## config.mk

```make
export PLATFORM = sky130hd
export DESIGN_NAME = mem_fill_arbiter
export DESIGN_NICKNAME = d
export VERILOG_FILES = /design/src/rtl/mem_fill_arbiter.sv
export SDC_FILE = /design/constraint.sdc
export NUM_CORES = 1
export LEC_CHECK = 0
export ABC_AREA = 1
export BUFFER_PORTS_ARGS = -buffer_cell sky130_fd_sc_hd__buf_2
export CORE_UTILIZATION = 40
export CTS_CLUSTER_SIZE = 20
export DETAILED_ROUTE_END_ITERATION = 8
export GPL_TIMING_DRIVEN = 0
export PLACE_DENSITY_LB_ADDON = 0.25
export SYNTH_ARGS = -nofsm -noshare
export SYNTH_HDL_FRONTEND = slang
export SYNTH_SLANG_ARGS = --single-unit
```

## constraint.sdc

```tcl
create_clock -name clk -period 1.7 [get_ports clk]
set_input_delay 0.085 -clock clk [delete_from_list [all_inputs] [get_ports clk]]
set_output_delay 0.085 -clock clk [all_outputs]
set_load 0.01 [all_outputs]
```

## src/rtl/mem_fill_arbiter.sv

```systemverilog
// Arbitrates the single-ported pipelined main memory between I-cache fills,
// D-cache fills and D-side write-through stores; sequences 8-word block fills.
module mem_fill_arbiter #(
  parameter int ADDR_W          = 16,
  parameter int DATA_W          = 16,
  parameter int WORDS_PER_BLOCK = 8
) (
  input  logic              clk,
  input  logic              rst,
  input  logic              i_miss,
  input  logic [ADDR_W-1:0] i_miss_addr,
  input  logic              d_miss,
  input  logic [ADDR_W-1:0] d_miss_addr,
  input  logic              d_wr_req,
  input  logic [ADDR_W-1:0] d_wr_addr,
  input  logic [DATA_W-1:0] d_wr_data,
  input  logic [DATA_W-1:0] mem_rdata,
  input  logic              mem_valid,
  output logic              mem_en,
  output logic              mem_wr,
  output logic [ADDR_W-1:0] mem_addr,
  output logic [DATA_W-1:0] mem_wdata,
  output logic [DATA_W-1:0] fill_data,
  output logic [2:0]        fill_word,
  output logic              i_fill_we,
  output logic              d_fill_we,
  output logic              i_tag_we,
  output logic              d_tag_we,
  output logic              i_done,
  output logic              d_done,
  output logic              wr_done,
  output logic              busy
);

  typedef enum logic [1:0] {
    S_IDLE  = 2'd0,
    S_WRITE = 2'd1,
    S_FILL  = 2'd2,
    S_DONE  = 2'd3
  } state_t;

  localparam logic [ADDR_W-1:0] BLK_MASK  = ~ADDR_W'(15);
  localparam logic [3:0]        WORDS     = 4'(WORDS_PER_BLOCK);
  localparam logic [3:0]        LAST_WORD = 4'(WORDS_PER_BLOCK - 1);

  state_t            r_state;
  state_t            w_next;
  logic              r_owner_d;
  logic [ADDR_W-1:0] r_base;
  logic [3:0]        r_issue_cnt;
  logic [3:0]        r_recv_cnt;

  logic w_issue;
  logic w_recv;
  logic w_last;

  // Returns are only meaningful inside a fill; stale ones in IDLE are dropped.
  assign w_issue = (r_state == S_FILL) && (r_issue_cnt < WORDS);
  assign w_recv  = (r_state == S_FILL) && mem_valid;
  assign w_last  = w_recv && (r_recv_cnt == LAST_WORD);

  // State register, winner latch and fill counters
  always_ff @(posedge clk) begin
    if (rst) begin
      r_state     <= S_IDLE;
      r_owner_d   <= 1'b0;
      r_base      <= '0;
      r_issue_cnt <= 4'd0;
      r_recv_cnt  <= 4'd0;
    end else begin
      r_state <= w_next;
      if (r_state == S_IDLE) begin
        r_issue_cnt <= 4'd0;
        r_recv_cnt  <= 4'd0;
        if (d_wr_req) begin
          r_owner_d <= 1'b1;
          r_base    <= d_wr_addr & BLK_MASK;
        end else if (d_miss) begin
          r_owner_d <= 1'b1;
          r_base    <= d_miss_addr & BLK_MASK;
        end else if (i_miss) begin
          r_owner_d <= 1'b0;
          r_base    <= i_miss_addr & BLK_MASK;
        end else begin
          r_owner_d <= r_owner_d;
          r_base    <= r_base;
        end
      end else begin
        if (w_issue) begin
          r_issue_cnt <= r_issue_cnt + 4'd1;
        end
        if (w_recv) begin
          r_recv_cnt <= r_recv_cnt + 4'd1;
        end
      end
    end
  end

  // Next-state logic; fixed priority store > D miss > I miss
  always_comb begin
    w_next = r_state;
    case (r_state)
      S_IDLE: begin
        if (d_wr_req) begin
          w_next = S_WRITE;
        end else if (d_miss || i_miss) begin
          w_next = S_FILL;
        end else begin
          w_next = S_IDLE;
        end
      end
      S_WRITE: w_next = S_IDLE;
      S_FILL: begin
        if (w_last) begin
          w_next = S_DONE;
        end else begin
          w_next = S_FILL;
        end
      end
      S_DONE:  w_next = S_IDLE;
      default: w_next = S_IDLE;
    endcase
  end

  // Output decode; fill enables are steered only to the latched owner
  always_comb begin
    mem_en    = 1'b0;
    mem_wr    = 1'b0;
    mem_addr  = '0;
    mem_wdata = '0;
    fill_data = '0;
    fill_word = 3'd0;
    i_fill_we = 1'b0;
    d_fill_we = 1'b0;
    i_tag_we  = 1'b0;
    d_tag_we  = 1'b0;
    i_done    = 1'b0;
    d_done    = 1'b0;
    wr_done   = 1'b0;
    busy      = (r_state != S_IDLE);
    case (r_state)
      S_IDLE: begin
        mem_en = 1'b0;
      end
      S_WRITE: begin
        mem_en    = 1'b1;
        mem_wr    = 1'b1;
        mem_addr  = d_wr_addr;
        mem_wdata = d_wr_data;
        wr_done   = 1'b1;
      end
      S_FILL: begin
        if (w_issue) begin
          mem_en   = 1'b1;
          mem_addr = r_base | ADDR_W'({r_issue_cnt[2:0], 1'b0});
        end else begin
          mem_en = 1'b0;
        end
        if (w_recv) begin
          fill_data = mem_rdata;
          fill_word = r_recv_cnt[2:0];
          d_fill_we = r_owner_d;
          i_fill_we = ~r_owner_d;
          d_tag_we  = r_owner_d & w_last;
          i_tag_we  = ~r_owner_d & w_last;
        end else begin
          fill_word = 3'd0;
        end
      end
      S_DONE: begin
        d_done = r_owner_d;
        i_done = ~r_owner_d;
      end
      default: begin
        busy = 1'b0;
      end
    endcase
  end

endmodule

```

# Word level (Yosys, flattened, before mapping)
# Index checks and enable logic that the tools add are counted.
# W data, S select, Z words.
[totals] out_inout_bits=61 register_bits=27
[op_classes] bitwise_logic=4 n_reduce_logical=10 add_sub_neg=2 order_cmp=1 muxes=30 n_eq_ne=4
[ops] operator="$mux W16" count=7
[ops] operator="$pmux W16 S2" count=1
[ops] operator="$mux W1" count=16
[ops] operator="$or A16 B4 Y16" count=1
[ops] operator="$add A4 B1 Y4 const B" count=2
[ops] operator="$mux W3" count=2
[ops] operator="$pmux W2 S3" count=1
[ops] operator="$eq A2 B2 Y1 const B" count=2
[ops] operator="$eq A4 B3 Y1 const B" count=1
[ops] operator="$lt A4 B4 Y1 const B" count=1
[ops] operator="$mux W2" count=2
[ops] operator="$reduce_or A2 Y1" count=2
[ops] operator="$logic_and A1 B1 Y1" count=3
[ops] operator="$reduce_bool A3 Y1" count=1
[ops] operator="$and A1 B1 Y1" count=2
[ops] operator="$eq A2 B1 Y1 const B" count=1
[ops] operator="$logic_not A2 Y1" count=1
[ops] operator="$pmux W1 S2" count=1
[ops] operator="$reduce_and A2 Y1" count=1
[ops] operator="$reduce_bool A2 Y1" count=1
[ops] operator="$logic_or A1 B1 Y1" count=1
[ops] operator="$not A1 Y1" count=1

# Depth between registers and ports, before layout
[depth] ltp_word=6 mapped_depth=8 depth_no_buf=8

# Worst setup path after synthesis
# Ideal clock, no wire load.
[synth_path] path_kind="reg2out" startpoint="register r_state[1]" endpoint="output mem_addr[10]" t_required_ns=1.615 slack_ns=0.238 n_path_buf=2 stages_incl_launch_ff=7 t_arrival_ns=1.377 path_cell_list="dfxtp_1 > inv_1 > ha_1 > buf_2 > nand2_1 > clkbuf_2 > o21ai_0"
[synth_between] elab_chain_len=4 word_cells_on_any_way=5 cone_classes="2 x eq/ne; 2 x mux; 1 x reduce/logical"
[synth_rtl] item="from (decl)" line="46" source="state_t r_state;"
[synth_rtl] item="from (signal assigned)" line="71" source="r_state <= w_next;"
[synth_rtl] item="$eq A2 B2 Y1" line="58, 141"
[synth_rtl] item="$logic_and A1 B1 Y1" line="58" source="assign w_issue = (r_state == S_FILL) && (r_issue_cnt < WORDS);"
[synth_rtl] item="$mux W16" line="153" source="if (w_issue) begin"
[synth_rtl] item="$pmux W16 S2 (*)" line="141" source="case (r_state)"
[synth_rtl] item="to (decl)" line="21" source="output logic [ADDR_W-1:0] mem_addr,"
# Mark *: on every way between the ends. The rest lies on a longest branch, timed or not.

# Worst setup path after layout
[layout_path] startpoint="register r_state[0]" endpoint="output mem_addr[15]"
# Same word-level chain as after synthesis.

==> results.cfg <==
[clocking]
insertion_delay_ns = 0.27
root_buffer = clkbuf_8
tritoncts = built
tritoncts.num_buffers = 3
cts_hold_buf = 0
htreeDepth = 1
maximum_number_of_buffers_from_clock_root_to_sink = 2
clkSinkCount = 23
cts.clk_slew.worst_paths_ns = 0.09

[worst_setup_path]
r2r_end = r_recv_cnt[1]
critPathMaxStageDelay_ns = 0.39
crit_path_end = mem_addr[15]
timing.critical_path.fanout_max = 6
critical_path.startpoint = r_state[0]
worstReg2RegStart = r_state[1]
reg2reg_setup_slack_ns = 0.25
worst-setup-path-type = register to output port
critical_path.slowest_cell = dfxtp_4
worst_path_cell_chain = inv_4, ha_1, buf_6, nand2_4, buf_8, o21ai_2, buf_2
crit_required_ns = 1.62
crit_path_start_kind = register
cp_data_arrival_time_ns = 1.63
r2r.worst_path.cells = 6
timing.critical_path.to_type = output port

[drt]
routed-via-count = 2463
detail_route.vias_per_cell = 4.536
drt.antenna.violating_nets = 0
drt_iter0_markers = 119
wire_per_inst_um = 10.80
detail_route.drc_violations = 0
total_wire_length_after_detailed_routing_mm = 5.866
dr.pass1.iters = 4

[grt]
via_count_of_the_first_global_routing_pass = 2175
globalRoute.totalOverflow = 0
grt_max_degree = 14
grt_antenna_before_repair = 0
grt_usage = 0.2329
grt_pass1_wl_mm = 9.459

[synthesis]
synthesis.area_mm2 = 0.001856
synthesized_area_fraction_occupied_by_xor_and_xnor_cells = 0
post_synth_mux_area_share = 0
synthFlopType = dfxtp_1
netlist_instances = 342
post_synth_fa_ha_maj_area_fraction = 0.04720
number_of_synthesized_flops_with_an_enable_pin = 0
yosys.cell_types.count = 20
synth_compound_area_frac = 0.1052
syn_avg_cell_area_um2 = 5.426
synth_top_family_by_area = simple AND/OR/NAND/NOR gates
synth_sequential_area_ratio = 0.2481
ys_seq_elements = 23
synth.net_count = 435
synthSimpleGateAreaFrac = 0.4154
synth.yosys.warnings = 0
postSynth.asyncResetShare = 0

[floorplan]
floorplan.die_area_mm2 = 0.004915
num_rows = 24
die_width_um = 70.11
design.core.area_mm2 = 0.004414
floorplan.io_pins = 147
initial_core_util = 0.4204
die-height_um = 70.11

[outcome]
failed_checks = setup timing
status = complete, but fails checks

[pwr]
leakage_dissipation_nw = 1.847
irDropWorstVdd_v = 0.0004113
cellPowerDensity_mw_per_mm2 = 593.6

[finish]
antennaDiodeCount = 0
most-common-layout-cells = 142 x buf_2, 94 x nand2_1, 61 x inv_1, 56 x nor2_1, 32 x nand3_1
final_net_count = 585
area.growth.synth_to_final_pct = 54.08
layout_commonest_cell = buf_2
layout-drive-gt1-share = 0.3870
final-instance-count-excl-fill = 543
final_core_util = 0.6477

[placed_design]
dp_slack_ns = -0.05623
gpl.final_weighted_congestion = 0.8755
place.detailed.instances = 531
portBuffers = 137
detailed_place_hpwl_mm = 4.411

[sta]
hold_ws_ns = 0.01829
setup_ws_ns = -0.01468
worst-slew-pin-transition_ns = 0.4921
report.final.hold_viol_count = 0
worst_slew_margin_rel = 0.6719
timing_max_transition_violations_final = 0
clock_skew_ns = 0.005227
min_period_ns = 1.715
max_clock_freq_mhz = 583.2
rsz0062_at_grt = true
finalSetupViolCount = 1
final.setup.tns_ns = -0.01468
layout_worst_path_cycle_share = 1.009

[run]
max_cap_check_violation_count = 0

[hold_path]
worst_hold_path_type = input pin to register
==> cells by family after synthesis <==
group | count (synthesis)
AND/OR/NAND/NOR | 190
AO/OA/AOI/OAI | 38
adder cells (fa/ha/maj) | 7
flip-flops | 23
buffers and inverters | 84
==> registers in the layout, indices dropped and copies added (netlist names) <==
name	flops
r_recv_cnt	4
r_owner_d	1
r_base	12
r_state	2
r_issue_cnt	4
==> Yosys cell counts (2+ instances only) <==
master | n | area [um2]
o21ai_1 | 2 | 10.01
dfxtp_1 | 23 | 460.4
nor2_1 | 57 | 214.0
nand2_2 | 2 | 12.51
ha_1 | 7 | 87.58
inv_1 | 65 | 244.0
clkbuf_1 | 6 | 22.52
o21ai_0 | 17 | 85.08
buf_4 | 2 | 15.01
a21oi_1 | 17 | 85.08
nor2_2 | 2 | 12.51
nand3_1 | 32 | 160.2
buf_2 | 8 | 40.04
nand2_1 | 96 | 360.4
==> per-layer routing <==
metal | GRT usage | part of all wire
met1 | 0.3016 | 0.43
met4 | 0.08444 | 0.011
met5 | 0 | 0
met3 | 0.03896 | 0.061
met2 | 0.3878 | 0.49
==> layout make-up <==
cell class              instances  area, um2
fillers                       439       1555
multi-input cells             235       1129
repair buffers                145      770.7
flip-flops and latches         23      467.9
inverters                      65      246.5
plain buffers                  19      133.9
well taps                      52      65.06
clock buffers                   3      41.29
clock inverters                 1      5.005
==> stage by stage <==
stage	power [mW]	cell area, um2
2_1_floorplan	1.006	1856
3_3_place_gp	1.241	2606
3_5_place_dp	1.250	2606
4_1_cts	1.640	2741
5_1_grt	1.815	2859
6_report	1.697	2859
==> worst min path at each step <==
| stage | slack (ns) | cells after the start | from | end |
|---|---|---|---|---|
| floorplan | 0.15 | 1 | rst | r_owner_d |
| global placement | 0.30 | 2 | rst | r_owner_d |
| detailed placement | 0.31 | 2 | rst | r_owner_d |
| CTS | 0.02 | 2 | rst | r_owner_d |
| global route | 0.03 | 2 | rst | r_owner_d |
| finish | 0.02 | 2 | rst | r_owner_d |
==> timing repair <==
item                       CTS  global route
gates cloned                 1             0
setup endpoints to repair   52            49
gates resized for setup     25            33
setup buffers                3             4
pin swaps                    1             4
==> worst max-delay path, delay by kind of cell, from the launching register on <==
kind / cells / cell delay (ns)
buf+inv: 4 / 0.47
simple gates: 1 / 0.08
flops: 1 / 0.39
fa+ha+maj: 1 / 0.28
compound gates: 1 / 0.12
==> report_power, final <==
group          switching, mW  internal, mW
clock                  0.190         0.164
combinational          0.411         0.318
sequential            0.0248         0.589
total                  0.626          1.07
Note: power is estimated with default switching activity, not from simulation.
